<file path="config.mk">
export PLATFORM = sky130hd
export DESIGN_NAME = col_fifo_arbiter
export DESIGN_NICKNAME = d
export VERILOG_FILES = /design/src/rtl/col_fifo_arbiter.sv
export SDC_FILE = /design/constraint.sdc
export NUM_CORES = 1
export LEC_CHECK = 0
export BUFFER_PORTS_ARGS = -buffer_cell sky130_fd_sc_hd__buf_2
export CORE_ASPECT_RATIO = 2
export CORE_MARGIN = 2
export CORE_UTILIZATION = 35
export CTS_CLUSTER_DIAMETER = 30
export DETAILED_ROUTE_END_ITERATION = 16
export GPL_TIMING_DRIVEN = 1
export PLACE_DENSITY_LB_ADDON = 0.25
export SETUP_SLACK_MARGIN = 0.02
export SYNTH_ARGS = -nofsm -noshare
export SYNTH_HDL_FRONTEND = slang
export SYNTH_SLANG_ARGS = --single-unit
</file>
<file path="constraint.sdc">
create_clock -name clk_40MHz -period 2.5 [get_ports clk_40MHz]
set_clock_uncertainty 0.1 [all_clocks]
set_input_delay 0 -clock clk_40MHz [delete_from_list [all_inputs] [get_ports clk_40MHz]]
set_output_delay 0 -clock clk_40MHz [all_outputs]
set_load 0.005 [all_outputs]
</file>
<file path="src/rtl/col_fifo_arbiter.sv">
// rtl/col_fifo_arbiter.sv - round-robin arbiter draining four column FIFOs into one output stream
//
// Ports:
//   clk_40MHz, rst_n      clock, asynchronous active-low reset
//   arb_en                allows new grants from IDLE
//   fifo_empty[i]         column i has nothing to read when high
//   fifo_data             packed column words, column i at [i*DATA_W +: DATA_W]
//   rd_en                 registered one-hot read strobe, high only in READ
//   out_valid/out_ready   output handshake, out_data = {column, word}
//   busy                  high whenever the FSM is not in IDLE
//   cnt_clr, word_cnt     clear / saturating count of accepted words
`timescale 1ns/1ps
module col_fifo_arbiter #(
    parameter int NUM_COL = 4,
    parameter int DATA_W  = 28,
    parameter int GAP_CYC = 2
) (
    input  logic                      clk_40MHz,
    input  logic                      rst_n,
    input  logic                      arb_en,
    input  logic [NUM_COL-1:0]        fifo_empty,
    input  logic [NUM_COL*DATA_W-1:0] fifo_data,
    output logic [NUM_COL-1:0]        rd_en,
    input  logic                      out_ready,
    output logic                      out_valid,
    output logic [DATA_W+1:0]         out_data,
    output logic                      busy,
    input  logic                      cnt_clr,
    output logic [15:0]               word_cnt
);

    typedef enum logic [1:0] {IDLE, READ, SEND, GAP} state_t;

    state_t              state, state_d;
    logic [1:0]          last_grant;
    logic [1:0]          grant_q;
    logic [1:0]          pick;
    logic [1:0]          rr_idx;
    logic                req_any;
    logic [1:0]          gap_cnt;
    logic [DATA_W+1:0]   hold_q;
    logic [DATA_W-1:0]   col_words [NUM_COL];

    always_comb begin
        for (int c = 0; c < NUM_COL; c++) begin
            col_words[c] = fifo_data[c*DATA_W +: DATA_W];
        end
    end

    // Search starts one past the last grant; k = NUM_COL wraps back to
    // last_grant itself so a lone requester can be served repeatedly.
    always_comb begin
        pick    = last_grant;
        rr_idx  = last_grant;
        req_any = 1'b0;
        for (int k = 1; k <= NUM_COL; k++) begin
            rr_idx = last_grant + 2'(k);
            if (!req_any && !fifo_empty[rr_idx]) begin
                pick    = rr_idx;
                req_any = 1'b1;
            end
        end
    end

    always_ff @(posedge clk_40MHz or negedge rst_n) begin
        if (!rst_n) begin
            state <= IDLE;
        end else begin
            state <= state_d;
        end
    end

    always_comb begin
        state_d = state;
        case (state)
            IDLE: if (arb_en && req_any) state_d = READ;
            READ: state_d = (col_words[grant_q] != '0) ? SEND : GAP;
            SEND: if (out_ready) state_d = GAP;
            GAP:  if (gap_cnt <= 2'd1) state_d = IDLE;
            default: state_d = IDLE;
        endcase
    end

    // The holding register doubles as out_data; out_valid qualifies it, so a
    // captured zero word sits there harmlessly with out_valid low.
    always_ff @(posedge clk_40MHz or negedge rst_n) begin
        if (!rst_n) begin
            rd_en      <= '0;
            out_valid  <= 1'b0;
            hold_q     <= '0;
            grant_q    <= 2'd0;
            last_grant <= 2'd3;
            gap_cnt    <= 2'd0;
        end else begin
            rd_en <= '0;
            case (state)
                IDLE: begin
                    if (state_d == READ) begin
                        grant_q    <= pick;
                        last_grant <= pick;
                        rd_en      <= NUM_COL'(1) << pick;
                    end
                end
                READ: begin
                    hold_q <= {grant_q, col_words[grant_q]};
                    if (state_d == SEND) begin
                        out_valid <= 1'b1;
                    end else begin
                        gap_cnt <= 2'(GAP_CYC);
                    end
                end
                SEND: begin
                    if (out_ready) begin
                        out_valid <= 1'b0;
                        gap_cnt   <= 2'(GAP_CYC);
                    end
                end
                GAP: begin
                    gap_cnt <= (gap_cnt > 2'd1) ? gap_cnt - 2'd1 : 2'd0;
                end
                default: ;
            endcase
        end
    end

    always_ff @(posedge clk_40MHz or negedge rst_n) begin
        if (!rst_n) begin
            word_cnt <= 16'd0;
        end else if (cnt_clr) begin
            word_cnt <= 16'd0;
        end else if (state == SEND && out_ready && word_cnt != 16'hFFFF) begin
            word_cnt <= word_cnt + 16'd1;
        end
    end

    assign out_data = hold_q;
    assign busy     = (state != IDLE);

endmodule
</file>
### Word level (Yosys, flattened, before mapping)

Cells that the tools add are included.

| word-level totals | value |
|---|---|
| register bits | 59 |
| input port bits | 121 |
| output and inout bits | 52 |

| operators by class | value |
|---|---|
| add/sub/neg operators | 5 |
| magnitude comparators | 7 |
| eq/ne operators | 9 |
| shift operators | 1 |
| mux-type cells | 35 |
| bitwise gates (word level) | 1 |
| reduce and logical (&&, ||, !) cells | 20 |

Operators by type and width:

| operator | count |
|---|---|
| 28-bit binary-select mux with 2-bit select | 1 |
| 28-bit two-way mux | 2 |
| 16-bit two-way mux | 2 |
| 28-bit nonzero test | 1 |
| 2-bit two-way mux | 10 |
| 16-bit by 1-bit adder with 16-bit output, second input constant | 1 |
| 16-bit inequality test, second input constant | 1 |
| 2-bit by 3-bit < comparator with 1-bit output, second input constant | 4 |
| 1-bit two-way mux | 11 |
| 1-bit binary-select mux with 2-bit select | 4 |
| 4-bit two-way mux | 2 |
| 2-bit one-hot mux with 4 select lines | 1 |
| 2-bit == test, second input constant | 3 |
| 1-bit logical AND | 6 |
| 2-bit inequality test, second input constant | 3 |
| 2-bit one-hot mux with 3 select lines | 1 |
| 3-bit AND reduction | 2 |
| 2-bit nonzero test | 3 |
| 1-bit logical NOT | 5 |
| 2-bit adder, second input constant | 2 |
| 2-bit by 1-bit == test with 1-bit output, second input constant | 2 |
| 1-bit by 2-bit left shift with 4-bit output, first input constant | 1 |
| 3-bit >= comparator, second input constant | 1 |
| 2-bit NOT with 3-bit output | 1 |
| other kinds (8) | 8 |

### Depth between registers and ports, before layout

Gate-level depths: netlist of the first run.

| logic depth | value |
|---|---|
| depth in word-level cells | 18 |
| mapped depth | 7 |
| depth with buffers taken out | 6 |

### Least setup slack after synthesis of the first run

OpenSTA, ideal clock, no wires.

| timing | value |
|---|---|
| path type | register to register |
| from | register grant_q[0] |
| to | register gap_cnt[0] |
| library setup time | 129 ps |
| arrival time | 1,758 ps |
| data required time | 2,271 ps |
| path slack | 513 ps |
| stages on the path, launching flop included | 7 |
| buffers on the path | 1 |
| period minus slack after synthesis | 1,987 ps |
| cells stage by stage | dfrtp_1 > buf_2 > mux4_2 > nor4_1 > nand4_1 > nor2_2 > o221ai_2 |

| on the way | value |
|---|---|
| word-level cells in the longest chain between the ends | 10 |

Ends and longest elaborated chain:

| element | line | source |
|---|---|---|
| start, declared | 36 | `logic [1:0] grant_q;` |
| start signal, assigned | 99 | `grant_q <= pick;` |
| 2-bit NOT with 3-bit output (not written as such) | 77 | `READ: state_d = (col_words[grant_q] != '0) ? SEND : GAP;` |
| 28-bit binary-select mux with 2-bit select | 77 |  |
| 28-bit two-way mux (not written as such) (2 in a row) | 77 |  |
| 28-bit nonzero test | 77 |  |
| 1-bit two-way mux | 77 |  |
| 2-bit one-hot mux with 4 select lines | 75 | `case (state)` |
| 2-bit == test | 106 | `if (state_d == SEND) begin` |
| 2-bit inequality test (no source line) | -- |  |
| 3-bit AND reduction (no source line) | -- |  |
| end signal, assigned | 109 | `gap_cnt <= 2'(GAP_CYC);` |
| end signal, assigned | 115 | `gap_cnt <= 2'(GAP_CYC);` |
| end signal, assigned | 119 | `gap_cnt <= (gap_cnt > 2'd1) ? gap_cnt - 2'd1 : 2'd0;` |
| end, declared | 40 | `logic [1:0] gap_cnt;` |

No other way between the ends. The select of a mux whose other input is x is not followed.
A chain may end at the register's enable or synchronous reset.

### Worst setup path in the final report of the first run

Ends and elaborated chain as after synthesis.

==> impl_metrics.json, run 1 <==
{
  "initial_core_util_pct": 36.0,
  "final.setup.tns_ns": 0,
  "synth-edff-count": 0,
  "area_growth_pct": 40.1,
  "path_max_fanout": 18,
  "synth_mux_area_share_pct": 20.1,
  "antennaDiodeCount": 0,
  "p_leak_nw": 2.35,
  "ys_warn_count": 0,
  "holdWs_ns": -0.0000921,
  "ant_nets": 0,
  "outcome": "finished, violations left",
  "powerDensity_mw_per_mm2": 983,
  "worstPathArrival_ns": 2.41,
  "cts_setup_buffers": 0,
  "synth_cells": 324,
  "vias": 3261,
  "die-area_sq_mm": 0.0104,
  "yosysTopAreaCell": "dfrtp_1",
  "worst_pin_slew_ns": 0.595,
  "viasPerCell": 5.32,
  "syn-num-nets": 446,
  "dp_hpwl_mm": 8.29,
  "dp.cells": 594,
  "route.detailed.drc": 0,
  "crit_path_start_kind": "register",
  "synthAdderAreaFrac_pct": 0.373,
  "cts_tree": "built",
  "overflow": 0,
  "synth_top_family_by_area": "simple AND/OR/NAND/NOR gates",
  "htree_num_levels": 3,
  "ys_types": 44,
  "violations": "hold timing",
  "slew_violations": 0,
  "cp_slowest_cell": "mux4_2",
  "cts.reportedPaths.clkPinSlew_ns": 0.05,
  "synth_xor_area_share_pct": 2.61,
  "synth.avg_cell_area_sq_um": 10.4,
  "required_ns": 2.60,
  "die_h_um": 143,
  "cts.sink_count": 59,
  "drive_above_1_share_pct": 46.0,
  "synthSimpleGateAreaFrac_pct": 22.0,
  "core_sq_mm": 0.00932,
  "cts_buffers": 9,
  "synth_top_area_share_pct": 42.5,
  "clk_latency_ns": 0.32,
  "seq_area_frac_synth_pct": 44.1,
  "slew_headroom_pct": 59.7,
  "root_buffer": "clkbuf_16",
  "fin_nets": 628,
  "cts.path.max_buffers": 2,
  "grt_pass1_wl_mm": 15.4,
  "critPathKind": "register to register",
  "postRouteWirelength_mm": 10.4,
  "avgRoutedWirePerCell_um": 16.9,
  "drt_iter0_drc": 127,
  "dr.pass1.iters": 4,
  "grt_max_degree": 49,
  "crit_chain": "buf_12, buf_4, mux4_2, nor4_2, nand4_1, nor2_2, o221ai_2",
  "antenna_found_initial": 0,
  "fin_cells": 613,
  "die_x_um": 73.3,
  "synthFlopType": "dfrtp_1",
  "cp-end-kind": "register",
  "groute.usage.overall_pct": 19.8,
  "drv_cap": 0,
  "max-vdd-ir-drop_uv": 595,
  "finalSetupViolations": 0,
  "rsz0062_at_grt": "false",
  "grt_pass1_vias": 3083,
  "mostFrequentLayoutCells": "buf_2 (172), nand2_1 (101), dfrtp_1 (56)",
  "place.gp.congestion": 0.996,
  "period_share_pct": 92.6,
  "synth.area.top_cells": "dfrtp_1 (42%), mux4_2 (19%), nand2_1 (11%), nor2_1 (2.9%), xnor2_1 (2.6%)",
  "timing.fmax_ghz": 0.432,
  "io_pins": 173,
  "critPathMaxStageDelay_ns": 0.51,
  "hold_violations": 2,
  "portBuffers": 172,
  "async_flop_share_pct": 100,
  "final_common_cell": "buf_2",
  "syn_area_sq_mm": 0.00336,
  "min_path_type": "input pin to async pin",
  "ys_seq_elements": 59,
  "synth_compound_area_share_pct": 7.42,
  "period_minus_slack_ns": 2.31,
  "fp-row-count": 50
}
[logic make-up (layout without fill, tap and decap cells)]
logic type                 after synthesis  in the layout
AOI/OAI and AO/OA                       30             30
xor gates and xnor gates                10             10
adders and majority gates                1              1
buffers and inverters                   25            210
DFF                                     59             59
muxes                                   32             32
and+or+nand+nor                        167            167
[sequential cells by signal, summed over array words and instances, names as in the netlist]
name,count
last_grant,2
state,2
grant_q,2
word_cnt,16
out_data,30
rd_en,4
out_valid,1
gap_cnt,2
[where the power goes]
| part | total, W | switching [W] | internal (W) |
|---|---|---|---|
| registers | 0.00154 | 0.000245 | 0.00130 |
| clock network | 0.00107 | 0.000382 | 0.000685 |
| logic | 0.00201 | 0.000991 | 0.00102 |
[layout make-up]
| type | instances | area (sq um) |
|---|---|---|
| Timing Repair Buffer | 190 | 1050 |
| Sequential cell | 59 | 1480 |
| Tap cell | 104 | 130 |
| Multi-Input combinational cell | 240 | 1770 |
| Clock buffer | 14 | 254 |
| Fill cell | 863 | 4620 |
| Inverter | 6 | 22.5 |
[timing repair]
item / in CTS / in global routing
hold buffers: 5 / 0
setup endpoints to repair: 0 / 2
gates resized for setup: 0 / 1
hold endpoints to repair: 74 / 0
[metrics by stage]
step / utilization [%] / instance area, sq um / total power, W / worst slack, ns
finish: 50.5 / 4700 / 0.00462 / 0.186
global route: 50.5 / 4700 / 0.00492 / 0.0395
CTS: 50.4 / 4700 / 0.00468 / 0.0750
detailed placement: 47.1 / 4390 / 0.00358 / 0.0808
global placement: 47.1 / 4390 / 0.00350 / 0.142
floorplan: - / 3360 / 0.00278 / 0.513
[synth_stat cells, types with 2 or more instances]
cell	count
a21oi_1	4
a21o_1	2
xnor2_1	10
o21a_1	2
nor2b_1	6
nor3_1	3
o21ai_0	2
clkbuf_1	12
buf_6	2
nand4_1	7
a2111oi_0	3
and3_1	2
mux4_2	28
nand3_1	8
a31o_1	2
o21ai_1	2
a211oi_1	4
nor4_2	2
inv_1	6
buf_2	5
dfrtp_1	57
nand2_1	101
nor4_1	4
nand2b_1	2
nor2_1	26
mux2_1	3
dfstp_2	2
[layer usage]
metal / up-vias / track usage, % / share of wire [%]
met2: 130 / 33.1 / 54
met1: 1601 / 23.5 / 38
li1: 1516 / - / -
met4: 0 / 9.26 / 1.9
met5: - / 0 / 0
met3: 14 / 4.46 / 6.0
[final timing paths]
| kind | endpoint | slack [ns] | cells after the start | startpoint |
|---|---|---|---|---|
| setup / recovery | gap_cnt[0]$_DFFE_PN0P_ | 0.19 | 7 | grant_q[0]$_DFFE_PN0P_ |
| hold / removal | out_data[20]$_DFFE_PN0P_ | -0.00009 | 2 | rst_n |
| setup reg to reg | gap_cnt[0]$_DFFE_PN0P_ | 0.19 | 7 | grant_q[0]$_DFFE_PN0P_ |
| hold reg to reg | out_data[7]$_DFFE_PN0P_ | 0.37 | 2 | out_data[7]$_DFFE_PN0P_ |
| max in group asynchronous | grant_q[0]$_DFFE_PN0P_ | 1.74 | 3 | rst_n |
| min in group clk_40MHz | out_data[20]$_DFFE_PN0P_ | 0.02 | 4 | fifo_data[76] |
[critical path, delay by kind of cell, from the launching register on]
family          cells  cell delay, ns
simple gates        3            0.67
flops               1            0.45
buf+inv             2            0.35
compound gates      1            0.10
mux                 1            0.51
(Power assumes the default switching activity.)
==> run 2: changes to the inputs <==
Settings changed: CORE_ASPECT_RATIO 2 to unset.
==> impl_metrics.json, run 2 (same netlist as run 1, synthesis figures left out) <==
{
  "overflow": 0,
  "rsz0062_at_grt": "false",
  "die_h_um": 102,
  "reg2reg_from": "grant_q[0]$_DFFE_PN0P_",
  "hp-start": "fifo_data[30]",
  "io_pins": 173,
  "die_x_um": 102,
  "antennaDiodeCount": 0,
  "crit_chain": "buf_12, mux4_2, nor4_1, nand4_1, nor2_2, o221ai_2",
  "fin_area_sq_mm": 0.00472,
  "setup_ws_ns": 0.159,
  "area_growth_pct": 40.6,
  "slew_headroom_pct": 36.5,
  "powerDensity_mw_per_mm2": 936,
  "slew_violations": 0,
  "viasPerCell": 5.11,
  "final.setup.tns_ns": 0,
  "grt_pass1_vias": 3119,
  "critPathKind": "register to register",
  "critPathMaxStageDelay_ns": 0.56,
  "portBuffers": 172,
  "period_share_pct": 93.6,
  "worstPathArrival_ns": 2.44,
  "placed_area_sq_mm": 0.00439,
  "drv_cap": 0,
  "cp-end-kind": "register",
  "rrSetupSlack_ns": 0.16,
  "largest_reg_flops": 30,
  "reg2reg_to": "gap_cnt[0]$_DFFE_PN0P_",
  "holdPathStages": 4,
  "fillers": 890,
  "outcome": "complete, no violations",
  "hold_violations": 0,
  "timing.fmax_ghz": 0.427,
  "max-vdd-ir-drop_uv": 445,
  "finalSetupViolations": 0,
  "cts.sink_count": 59,
  "dp_slack_ns": 0.147,
  "required_ns": 2.60,
  "crit_path_start_kind": "register",
  "drt_iter0_drc": 119,
  "grt_pass1_wl_mm": 15.6,
  "cp_slowest_cell": "mux4_2",
  "period_minus_slack_ns": 2.34,
  "grt_max_degree": 42,
  "root_buffer": "clkbuf_8",
  "path_max_fanout": 30,
  "reg2regPathDepth": 6,
  "initial_core_util_pct": 36.2,
  "final_common_cell": "buf_2",
  "ant_nets": 0,
  "place.gp.congestion": 0.918,
  "clk_latency_ns": 0.32,
  "mostFrequentLayoutCells": "buf_2 (172), nand2_1 (101), dfrtp_1 (56)",
  "avgRoutedWirePerCell_um": 16.3,
  "postRouteWirelength_mm": 10.5,
  "route.detailed.drc": 0,
  "vias": 3293,
  "p_leak_nw": 2.34,
  "groute.usage.overall_pct": 19.4,
  "whs_endpoint": "out_data[2]$_DFFE_PN0P_",
  "cts.path.max_buffers": 2,
  "worst_pin_slew_ns": 0.953,
  "antenna_found_initial": 0,
  "htree_num_levels": 3,
  "fin_nets": 633,
  "cts_tree": "built",
  "dr.pass1.iters": 4,
  "die-area_sq_mm": 0.0104,
  "drive_above_1_share_pct": 45.4,
  "cts.reportedPaths.clkPinSlew_ns": 0.07,
  "fp-row-count": 35,
  "core_sq_mm": 0.00928,
  "min_path_type": "input pin to register",
  "cts_buffers": 9,
  "dp_hpwl_mm": 8.01
}
==> run 2: cell types whose count changed in the layout (fill, tap and decap cells not counted), moves of 2 or more <==
cell / change
clkbuf_16: -9
dlygate4sd3_1: +8
clkbuf_8: +10
clkbuf_1: -2
buf_4: -2
==> run 2: power breakdown <==
group,leakage [nW],switching [W],internal [W]
combinational,1.49,0.00103,0.00102
sequential,0.750,0.000213,0.00129
clock,0.0995,0.000352,0.000509
==> run 2: cell type report <==
| cell class | count | area (sq um) | share of cell area [%] |
|---|---|---|---|
| clock buffer | 13 | 159 | 3.37 |
| clock inverter | 2 | 35.0 | 0.742 |
| inverter | 6 | 22.5 | 0.477 |
| multi-input combinational | 240 | 1770 | 37.5 |
| sequential | 59 | 1480 | 31.4 |
| tap | 129 | 161 | 3.42 |
| timing repair buffer | 195 | 1090 | 23.1 |
==> run 2: critical path, delay by kind of cell, from the launching register on <==
family,cells,cell delay [ns]
muxes,1,0.56
AOI/OAI and AO/OA,1,0.10
and+or+nand+nor,3,0.86
DFF,1,0.37
buffers and inverters,1,0.23
==> run 2: what timing repair did <==
item,4_1_cts,5_1_grt
setup buffers,0,0
endpoints found under the hold margin,55,0
endpoints found under the setup margin,0,1
resized for setup,0,1
hold buffers,13,0
==> run 2: worst max-delay path by stage <==
stage,from,to,slack [ns],cells after the start
final,grant_q[0]$_DFFE_PN0P_,gap_cnt[0]$_DFFE_PN0P_,0.16,6
after global routing,grant_q[0]$_DFFE_PN0P_,gap_cnt[0]$_DFFE_PN0P_,0.04,6
after CTS,grant_q[0]$_DFFE_PN0P_,gap_cnt[0]$_DFFE_PN0P_,0.15,6
after detailed placement,grant_q[0]$_DFFE_PN0P_,gap_cnt[0]$_DFFE_PN0P_,0.15,6
after global placement,grant_q[0]$_DFFE_PN0P_,gap_cnt[0]$_DFFE_PN0P_,0.21,6
after floorplan,grant_q[0]$_DFFE_PN0P_,gap_cnt[0]$_DFFE_PN0P_,0.51,6
==> run 2: routing by layer <==
metal / up-vias / track usage, % / share of wire [%]
met5: - / 0 / 0
met4: 0 / 8.92 / 2.5
met3: 22 / 3.90 / 6.7
met2: 134 / 30.2 / 49
met1: 1606 / 26.4 / 41
li1: 1531 / - / -
==> run 2: through the flow <==
step	util, %	hold WS [ns]	std cells	power [W]
5_1_grt	50.8	0.0233	644	0.00476
4_1_cts	50.8	0.000156	644	0.00446
3_3_place_gp	47.3	0.0989	616	0.00344
6_report	50.8	0.0185	644	0.00442
2_1_floorplan	-	-0.396	324	0.00278
3_5_place_dp	47.3	0.108	616	0.00351
==> run 3: changes to the inputs <==
Clock period 2.5 ns to 2.9 ns, I/O delays scaled along.
==> impl_metrics.json, run 3 (same netlist as run 1, synthesis figures left out) <==
{
  "drt_iter0_drc": 109,
  "avgRoutedWirePerCell_um": 15.8,
  "overflow": 0,
  "die-area_sq_mm": 0.0104,
  "cts_tree": "built",
  "placed_area_sq_mm": 0.00437,
  "final_common_cell": "buf_2",
  "place.gp.congestion": 0.960,
  "initial_core_util_pct": 36.2,
  "final.setup.tns_ns": 0,
  "area_growth_pct": 37.3,
  "portBuffers": 172,
  "fin_util_pct": 49.6,
  "min_path_type": "input pin to register",
  "hold_violations": 0,
  "dr.pass1.iters": 4,
  "reg2reg_from": "last_grant[1]$_DFFE_PN1P_",
  "critPathKind": "register to register",
  "fin_cells": 638,
  "period_minus_slack_ns": 2.65,
  "core_sq_mm": 0.00928,
  "slew_violations": 0,
  "p_leak_nw": 2.30,
  "grt_pass1_vias": 3036,
  "crit_path_start_kind": "register",
  "cts_setup_buffers": 0,
  "io_pins": 173,
  "grt_pass1_wl_mm": 15.1,
  "ant_nets": 0,
  "cts_buffers": 9,
  "endpoint": "rd_en[1]$_DFF_PN0_",
  "antennaDiodeCount": 0,
  "fp-row-count": 35,
  "reg2reg_to": "rd_en[1]$_DFF_PN0_",
  "worstSetupStartpoint": "last_grant[1]$_DFFE_PN1P_",
  "crit_chain": "nor2_1, o21ba_1, a221oi_1, dlygate4sd3_1, nor2_1, dlygate4sd3_1",
  "drv_cap": 0,
  "holdPathStages": 4,
  "path_max_fanout": 6,
  "rsz0062_at_grt": "false",
  "required_ns": 3.01,
  "timing.fmax_ghz": 0.378,
  "rrSetupSlack_ns": 0.25,
  "powerDensity_mw_per_mm2": 782,
  "cts.reportedPaths.clkPinSlew_ns": 0.07,
  "largest_reg_flops": 30,
  "die_h_um": 102,
  "fillers": 907,
  "path_buf_inv": 2,
  "cp_slowest_cell": "dlygate4sd3_1",
  "cts_resized": 0,
  "drive_above_1_share_pct": 45.6,
  "htree_num_levels": 3,
  "viasPerCell": 5.01,
  "clk_latency_ns": 0.32,
  "mostFrequentLayoutCells": "buf_2 (172), nand2_1 (101), dfrtp_1 (56)",
  "fin_area_sq_mm": 0.00461,
  "worstPathArrival_ns": 2.75,
  "worst_pin_slew_ns": 1.01,
  "route.detailed.drc": 0,
  "cts.sink_count": 59,
  "slew_headroom_pct": 32.7,
  "critPathMaxStageDelay_ns": 0.63,
  "finalSetupViolations": 0,
  "ctsHoldBuffers": 9,
  "cts.path.max_buffers": 2,
  "fin_nets": 628,
  "crit_cells": 6,
  "period_share_pct": 91.3,
  "root_buffer": "clkbuf_8",
  "groute.usage.overall_pct": 18.6,
  "outcome": "complete, no violations",
  "reg2regPathDepth": 6,
  "postRouteWirelength_mm": 10.1,
  "dp.cells": 615,
  "cp-end-kind": "register",
  "antenna_found_initial": 0,
  "dp_hpwl_mm": 7.83,
  "vias": 3196,
  "grt_max_degree": 45,
  "die_x_um": 102,
  "max-vdd-ir-drop_uv": 410,
  "cp_top_family": "buffers and inverters"
}
run 3: changes by cell type in the layout (fill, tap and decap cells not counted), sizes merged:
cell,previous run,this run
buf,182,181
bufinv,1,0
clkbuf,13,10
clkinv,1,4
dlygate4sd3,13,9
run 3: stage by stage:
stage               total power [W]  hold WS [ns]  setup slack (ns)
CTS                         0.00364      0.000673             0.254
detailed placement          0.00300         0.153             0.604
global placement            0.00296         0.133             0.647
finish                      0.00360        0.0198             0.253
global route                0.00389        0.0120             0.211
floorplan                   0.00240        -0.396             0.913
run 3: final cells by class:
type | count | area (sq um) | area share [%]
multi-input combinational | 240 | 1770 | 38.3
clock buffer | 10 | 128 | 2.77
sequential | 59 | 1480 | 32.1
inverter | 6 | 22.5 | 0.489
timing repair buffer | 190 | 1030 | 22.4
clock inverter | 4 | 20.0 | 0.434
tap | 129 | 161 | 3.50
run 3: metal layers:
layer  share of wire, %  GRT usage (%)  up-vias  routed length [um]
li1                   -              -     1510                   -
met2                 49           29.6      126                4960
met1                 42           25.0     1542                4190
met4                2.3           7.90        0                 235
met3                6.7           3.63       18                 675
met5                  0              0        -                   0
run 3: worst min path at each step:
stage                       start                        to
CTS                 fifo_data[46]  out_data[18]$_DFFE_PN0P_
global placement            rst_n   word_cnt[4]$_DFFE_PN0P_
floorplan                   rst_n    gap_cnt[0]$_DFFE_PN0P_
global route         fifo_data[4]   out_data[4]$_DFFE_PN0P_
finish               fifo_data[4]   out_data[4]$_DFFE_PN0P_
detailed placement          rst_n   word_cnt[4]$_DFFE_PN0P_
run 3: worst min-delay path, stage by stage:
cell and delay (ns):
buf_2 0.08, mux4_2 0.23, nand2_1 0.05, nand2_1 0.05
run 3: report_power, final:
| part | switching, W | total [W] | internal [W] |
|---|---|---|---|
| combinational | 0.000868 | 0.00172 | 0.000847 |
| sequential | 0.000179 | 0.00129 | 0.00111 |
| clock | 0.000301 | 0.000596 | 0.000294 |
